**config.mk**
```make
export PLATFORM = sky130hd
export DESIGN_NAME = multicycle_control
export DESIGN_NICKNAME = d
export VERILOG_FILES = /design/src/rtl/multicycle_control.sv
export SDC_FILE = /design/constraint.sdc
export NUM_CORES = 1
export LEC_CHECK = 0
export ABC_AREA = 1
export ABC_CLOCK_PERIOD_IN_PS = 1600
export CAP_MARGIN = 5
export CORE_MARGIN = 1
export CORE_UTILIZATION = 60
export DETAILED_ROUTE_END_ITERATION = 6
export DONT_BUFFER_PORTS = 1
export PLACE_DENSITY = 0.8
export SLEW_MARGIN = 20
export SYNTH_ARGS = -nofsm -noshare
export SYNTH_HDL_FRONTEND = slang
export SYNTH_SLANG_ARGS = --single-unit
export TNS_END_PERCENT = 5
```
**constraint.sdc**
```tcl
create_clock -name Clock -period 1.6 [get_ports Clock]
set_input_delay 0.24 -clock Clock [delete_from_list [all_inputs] [get_ports Clock]]
set_output_delay 0.24 -clock Clock [all_outputs]
set_load 0.05 [all_outputs]
```
**src/rtl/multicycle_control.sv**
```systemverilog
// Multicycle CPU control sequencer: one state per cycle through fetch/decode/execute/memory/writeback,
// stalling on memory handshakes, with one-hot datapath selects and a retired-instruction counter.
module multicycle_control #(
   parameter int COUNT_W = 16
) (
   input  logic               Clock,
   input  logic               Reset,
   input  logic [5:0]         Opcode,
   input  logic               Zero,
   input  logic               MemReady,
   output logic               PCWrite,
   output logic               IRWrite,
   output logic               MemRead,
   output logic               MemWrite,
   output logic               RegWrite,
   output logic               IorD,
   output logic               MemToReg,
   output logic [3:0]         ALUSrcBSel,
   output logic [2:0]         PCSrcSel,
   output logic [2:0]         RegDstSel,
   output logic [2:0]         ALUOpSel,
   output logic [3:0]         State,
   output logic               Illegal,
   output logic [COUNT_W-1:0] RetireCount
);

   typedef enum logic [3:0] {
      S_INIT    = 4'd0,
      S_FETCH   = 4'd1,
      S_DECODE  = 4'd2,
      S_MEMADDR = 4'd3,
      S_MEMRD   = 4'd4,
      S_MEMWB   = 4'd5,
      S_MEMWR   = 4'd6,
      S_EXEC    = 4'd7,
      S_ALUWB   = 4'd8,
      S_BRANCH  = 4'd9,
      S_JUMP    = 4'd10,
      S_IEXEC   = 4'd11,
      S_IWB     = 4'd12
   } state_e;

   localparam logic [5:0] OP_RTYPE = 6'b000000;
   localparam logic [5:0] OP_LW    = 6'b100011;
   localparam logic [5:0] OP_SW    = 6'b101011;
   localparam logic [5:0] OP_BEQ   = 6'b000100;
   localparam logic [5:0] OP_J     = 6'b000010;
   localparam logic [5:0] OP_ADDI  = 6'b001000;

   state_e               state_q, state_d;
   logic [COUNT_W-1:0]   retire_q, retire_d;
   logic                 retire;

   // NOTE: state registers use non-blocking assignments so every flop samples pre-edge values.
   always_ff @(posedge Clock or posedge Reset) begin
      if (Reset) begin
         state_q  <= S_INIT;
         retire_q <= '0;
      end else begin
         state_q  <= state_d;
         retire_q <= retire_d;
      end
   end

   assign retire_d = retire ? retire_q + COUNT_W'(1) : retire_q;

   // NOTE: every output and next-state signal gets a default first so no path can infer a latch.
   always_comb begin
      state_d    = state_q;
      retire     = 1'b0;
      PCWrite    = 1'b0;
      IRWrite    = 1'b0;
      MemRead    = 1'b0;
      MemWrite   = 1'b0;
      RegWrite   = 1'b0;
      IorD       = 1'b0;
      MemToReg   = 1'b0;
      ALUSrcBSel = 4'b0000;
      PCSrcSel   = 3'b000;
      RegDstSel  = 3'b000;
      ALUOpSel   = 3'b000;
      Illegal    = 1'b0;

      case (state_q)
         S_FETCH: begin
            MemRead    = 1'b1;
            ALUSrcBSel = 4'b0010;
            ALUOpSel   = 3'b001;
            PCSrcSel   = 3'b001;
            PCWrite    = MemReady;
            IRWrite    = MemReady;
            if (MemReady) state_d = S_DECODE;
         end
         S_DECODE: begin
            ALUSrcBSel = 4'b1000;
            ALUOpSel   = 3'b001;
            case (Opcode)
               OP_RTYPE:     state_d = S_EXEC;
               OP_LW, OP_SW: state_d = S_MEMADDR;
               OP_BEQ:       state_d = S_BRANCH;
               OP_J:         state_d = S_JUMP;
               OP_ADDI:      state_d = S_IEXEC;
               default: begin
                  state_d = S_FETCH;
                  Illegal = 1'b1;
               end
            endcase
         end
         S_MEMADDR: begin
            ALUSrcBSel = 4'b0100;
            ALUOpSel   = 3'b001;
            state_d    = (Opcode == OP_LW) ? S_MEMRD : S_MEMWR;
         end
         S_MEMRD: begin
            MemRead = 1'b1;
            IorD    = 1'b1;
            if (MemReady) state_d = S_MEMWB;
         end
         S_MEMWB: begin
            RegWrite  = 1'b1;
            MemToReg  = 1'b1;
            RegDstSel = 3'b001;
            retire    = 1'b1;
            state_d   = S_FETCH;
         end
         S_MEMWR: begin
            MemWrite = 1'b1;
            IorD     = 1'b1;
            if (MemReady) begin
               retire  = 1'b1;
               state_d = S_FETCH;
            end
         end
         S_EXEC: begin
            ALUSrcBSel = 4'b0001;
            ALUOpSel   = 3'b100;
            state_d    = S_ALUWB;
         end
         S_ALUWB: begin
            RegWrite  = 1'b1;
            RegDstSel = 3'b010;
            retire    = 1'b1;
            state_d   = S_FETCH;
         end
         S_BRANCH: begin
            ALUSrcBSel = 4'b0001;
            ALUOpSel   = 3'b010;
            PCSrcSel   = 3'b010;
            PCWrite    = Zero;
            retire     = 1'b1;
            state_d    = S_FETCH;
         end
         S_JUMP: begin
            PCSrcSel = 3'b100;
            PCWrite  = 1'b1;
            retire   = 1'b1;
            state_d  = S_FETCH;
         end
         S_IEXEC: begin
            ALUSrcBSel = 4'b0100;
            ALUOpSel   = 3'b001;
            state_d    = S_IWB;
         end
         S_IWB: begin
            RegWrite  = 1'b1;
            RegDstSel = 3'b001;
            retire    = 1'b1;
            state_d   = S_FETCH;
         end
         // INIT and the unused encodings 13-15 all drive zeros and restart at FETCH.
         default: state_d = S_FETCH;
      endcase
   end

   assign State       = state_q;
   assign RetireCount = retire_q;

endmodule

```
---- Yosys cells after proc, flatten, opt, wreduce, memory -nomap -nowiden ----
Cells that the tools add are included.
cells by class
  add/sub/neg operators ................... 1
  muxes and demuxes ....................... 21
  eq/ne operators ......................... 20
  reduce and logical (&&, ||, !) cells .... 12
operator list
  kind                   count
  $pmux 4 s7             1
  $eq 4x4->1 const B     5
  $pmux 4 s5             1
  $pmux 3 s3             2
  $add 16x1->16 const B  1
  $eq 4x3->1 const B     4
  $pmux 4 s4             1
  $eq 6x6->1 const B     2
  $mux 4                 3
  $reduce_or 2->1        6
  $mux 1                 9
  $eq 4x2->1 const B     2
  $eq 6x2->1 const B     1
  $eq 6x3->1 const B     1
  $eq 6x4->1 const B     1
  $logic_not 6->1        1
  $ne 2x2->1 const B     3
  $reduce_or 6->1        1
  $reduce_or 5->1        1
  $eq 4x1->1 const B     1
  $pmux 2 s2             1
  $reduce_or 4->1        1
  $pmux 1 s3             1
  $reduce_and 3->1       1
  other kinds (3)        3
word-level totals
  output and inout port bits .............. 41
  input port bits ......................... 10
  flip-flop bits (word level) ............. 20
  word-level logic and storage cells ...... 56

---- Logic depth before layout (Yosys ltp) ----
  word-level depth ........................ 4
  gate-level depth with buffers ........... 10
  depth with buffers taken out ............ 10

---- Least setup slack after synthesis ----
No wires, ideal clock.
  path kind ............................... register -> output
  start ................................... reg state_q[0] (netlist: State[0])
  end ..................................... out PCWrite
  cell stages (with the launch flop) ...... 6
  path buffers ............................ 0
  data required time ...................... 1360 ps
  arrival ................................. 2245 ps
  path slack .............................. -885 ps
  cell sequence ........................... dfrtp_1 -> nand2_1 -> inv_2 -> nand2_1 -> nor2_1 -> a211o_1
between the ends
  longest elaborated chain between the ends .. 2
  elaborated cells between the ends (all ways) .. 4
  those cells by class .................... eq/ne (3); mux (1)
RTL lines
  item                                      RTL line  RTL
  from (decl)                               50        state_e state_q, state_d;
  from (signal assigned)                    60        state_q <= state_d;
  $eq 4x4->1 or $eq 4x1->1 (tied branches)  84        case (state_q)
  $pmux 1 s3 (*)                            84
  to (decl)                                 11        output logic PCWrite,
Every way passes the cells marked *; elsewhere a longest branch is shown, timed or not.

---- Final worst setup path ----
  start ................................... reg state_q[0] (netlist: State[0])
  end ..................................... out Illegal
between the ends
  longest elaborated chain between the ends .. 2
RTL lines
  item        RTL line  RTL
  $eq 4x2->1  84
  $mux 1      84
  to (decl)   23        output logic Illegal,
Every way passes these cells.

==> flow_metrics.py <==
metrics = {
    "die": {
        "die_h_um": 51.23,
        "core-area_mm2": 0.002255,
        "initial_core_util_pct": 64.48,
        "rows": 17,
        "die-width_um": 51.23,
        "io_pins": 51,
        "die_area_mm2": 0.002624,
    },
    "setup_path": {
        "worst-setup-path-type": "reg -> out",
        "crit_arrival_ps": 1760,
        "cp-start-kind": "flop",
        "required_ps": 1360,
        "cp_max_fo": 5,
        "end_kind": "output pin",
    },
    "global_route": {
        "grt-ovfl-total": 0,
        "grt_pass1_wl_um": 9522,
        "antenna_found_initial": 0,
        "grt_pass1_vias": 1814,
        "groute.usage.overall_pct": 51.01,
        "grt_start_max_net_pins": 15,
    },
    "pwr": {
        "cell_internal_pwr_mw": 1.900,
        "pwr-share-clk_pct": 10.1,
        "power_mw": 4.445,
        "swShare_pct": 57.25,
        "powerDensity_mw_per_mm2": 2091,
        "ir_drop_v": 0.002026,
        "leakagePower_nw": 1.087,
        "power_frac_seq_pct": 18.1,
        "p_comb_share_pct": 71.8,
        "p_switching_mw": 2.545,
    },
    "placement": {
        "hpwl_um": 3555,
        "numPortBuffers": 0,
        "place_ws_ps": -55.58,
        "place_congestion": 0.9094,
        "placed_area_mm2": 0.001942,
        "place_inst": 289,
    },
    "synth": {
        "syn_area_mm2": 0.001454,
        "synthCells": 221,
        "synthesis.nets": 232,
        "yosysUniqueCellTypes": 25,
        "ys_seq_area_share_pct": 34.42,
        "netlist.area_leader.share_pct": 34.42,
        "syn_avg_cell_area_um2": 6.579,
        "yosys_warnings": 0,
        "synth.area.top_cells": "dfrtp_1, nand2_1, nor2_1",
        "ys_ff_latch": 20,
        "yosysTopAreaCell": "dfrtp_1",
    },
    "route": {
        "drt-pass1-iter-count": 7,
        "drtAntennaViolNets": 0,
        "wirelength_um": 7527,
        "drc_errors": 69,
        "via_per_inst": 7.210,
        "wl_per_cell_um": 25.52,
        "dr_total_vias": 2127,
        "drt-initial-drc-count": 308,
    },
    "outcome": {
        "violations": "design-rule violations, negative setup slack",
        "status": "finished with violations",
    },
    "sta": {
        "slew_viol_final": 0,
        "skew_ps": 13.18,
        "worst_pin_slew_ps": 530.8,
        "fin_ws_ps": -400.9,
        "setup-violations-final": 37,
        "min_period_ps": 2001,
        "period_share_pct": 125.1,
        "hold_viol_final": 0,
        "slew_headroom_pct": 64.61,
        "tns_ps": -6167,
        "rsz0062_at_grt": "true",
        "timing.fmax_mhz": 499.8,
        "fin_hold_ws_ps": 236.4,
    },
    "final_layout": {
        "syn_to_final_growth_pct": 46.21,
        "nNetsFinal": 279,
        "final.fill_count": 70,
        "final_cells": 295,
        "layout-drive-gt1-share_pct": 34.46,
        "seqCellArea_um2": 510.5,
        "fin_area_mm2": 0.002126,
        "diodes": 0,
        "multi_input_area_um2": 924.6,
        "final_core_util_pct": 94.28,
    },
    "clock_network": {
        "cts_tree": "built",
        "cts_buffers": 3,
        "clock_latency_ps": 330,
        "root_buffer": "clkbuf_4",
        "cts_max_path_buffers": 2,
        "clock_sink_count": 20,
        "clk_pin_slew_worst_paths_ps": 140,
        "h-tree-depth": 1,
    },
    "hold_path": {
        "hp-class": "in -> reg",
    },
    "job": {
        "maxCapViolations": 0,
    },
}
## critical path, cell delays in order, from the launching register on
cell and delay [ps]:
dfrtp_4 570, nor2_2 240, nand2_1 200, nor3_2 240
buf_6 180
## metal layers
metal | wire [µm] | track usage (%) | vias up
met5 | 0 | 0 | -
met4 | 905 | 26.58 | 0
met3 | 1180 | 22.02 | 138
met2 | 3134 | 79.61 | 294
met1 | 2307 | 59.13 | 919
li1 | - | - | 776
## sequential cells by signal (all words and copies together), names as in the netlist
signal,cells
RetireCount,16
State,4
## placed cells by master (no fill, tap or decap), types with 4 or more instances in the layout
cell and count:
inv_4 4, inv_2 5, buf_12 7, nand2_4 4, nand4_1 4, nor2_4 7, buf_4 26, buf_6 10
dfrtp_1 16, nor2_2 5, nand3_1 12, o21ai_2 7, nor2_1 22, xor2_1 9, inv_1 19, nand2_1 77
## cells in the mapped netlist
| cell | count |
|---|---|
| nand2_1 | 80 |
| nor2_1 | 30 |
| inv_1 | 25 |
| dfrtp_1 | 20 |
| nand3_1 | 12 |
| xor2_1 | 9 |
| o21ai_2 | 7 |
| o21ai_0 | 6 |
| inv_2 | 5 |
| nand4_1 | 4 |
| nor2_2 | 4 |
| nand3b_1 | 3 |
| nor3_1 | 3 |
| buf_6 | 2 |
| a211o_1 | 1 |
| a21oi_1 | 1 |
| and2_1 | 1 |
| buf_4 | 1 |
| conb_1 | 1 |
| ha_1 | 1 |
| nand2_2 | 1 |
| nand2_4 | 1 |
| nor3_2 | 1 |
| o21bai_1 | 1 |
| xnor2_1 | 1 |
## cell families after synthesis
kind of cell | synth area share (%)
AO/OA/AOI/OAI | 7.745
XOR/XNOR | 6.025
adder cells (fa/ha/maj) | 0.8604
buffers and inverters | 9.811
flip-flops | 34.42
other | 0.2579
AND/OR/NAND/NOR | 40.88
## power groups by stage
stage	sequential [mW]	combinational, mW	clock (mW)
after floorplan	1.08	1.46	0
after global placement	0.743	2.59	0
after detailed placement	0.756	2.70	0
after CTS	0.767	2.85	0.423
after global routing	0.806	3.25	0.450
final	0.806	3.19	0.448
## final cells by class
cell class                 instances  area share (%)
sequential                        20           24.01
timing repair buffer              45           22.25
clock inverter                     1           1.413
multi-input combinational        168           43.50
tap                               28           1.648
clock buffer                       3           1.059
inverter                          30           6.121
## worst paths after layout
path / slack, ps / from / cells past startpoint / to
setup / recovery: -400 / State[0] / 4 / Illegal
hold / removal: 240 / MemReady / 3 / State[1]
setup reg to reg: -230 / RetireCount[1] / 8 / RetireCount[13]
hold reg to reg: 650 / RetireCount[6] / 2 / RetireCount[6]
max in group asynchronous: 710 / Reset / 3 / RetireCount[10]
min in group asynchronous: 340 / Reset / 2 / RetireCount[1]
## repair_timing
item                                    4_1_cts  5_1_grt
resized for setup                            14       21
pin swaps                                     2        1
hold buffers                                  1        0
endpoints found under the hold margin         8        0
endpoints found under the setup margin       33       39
buffers inserted                              1        0
No activity file was read; power rests on OpenSTA's default activity.
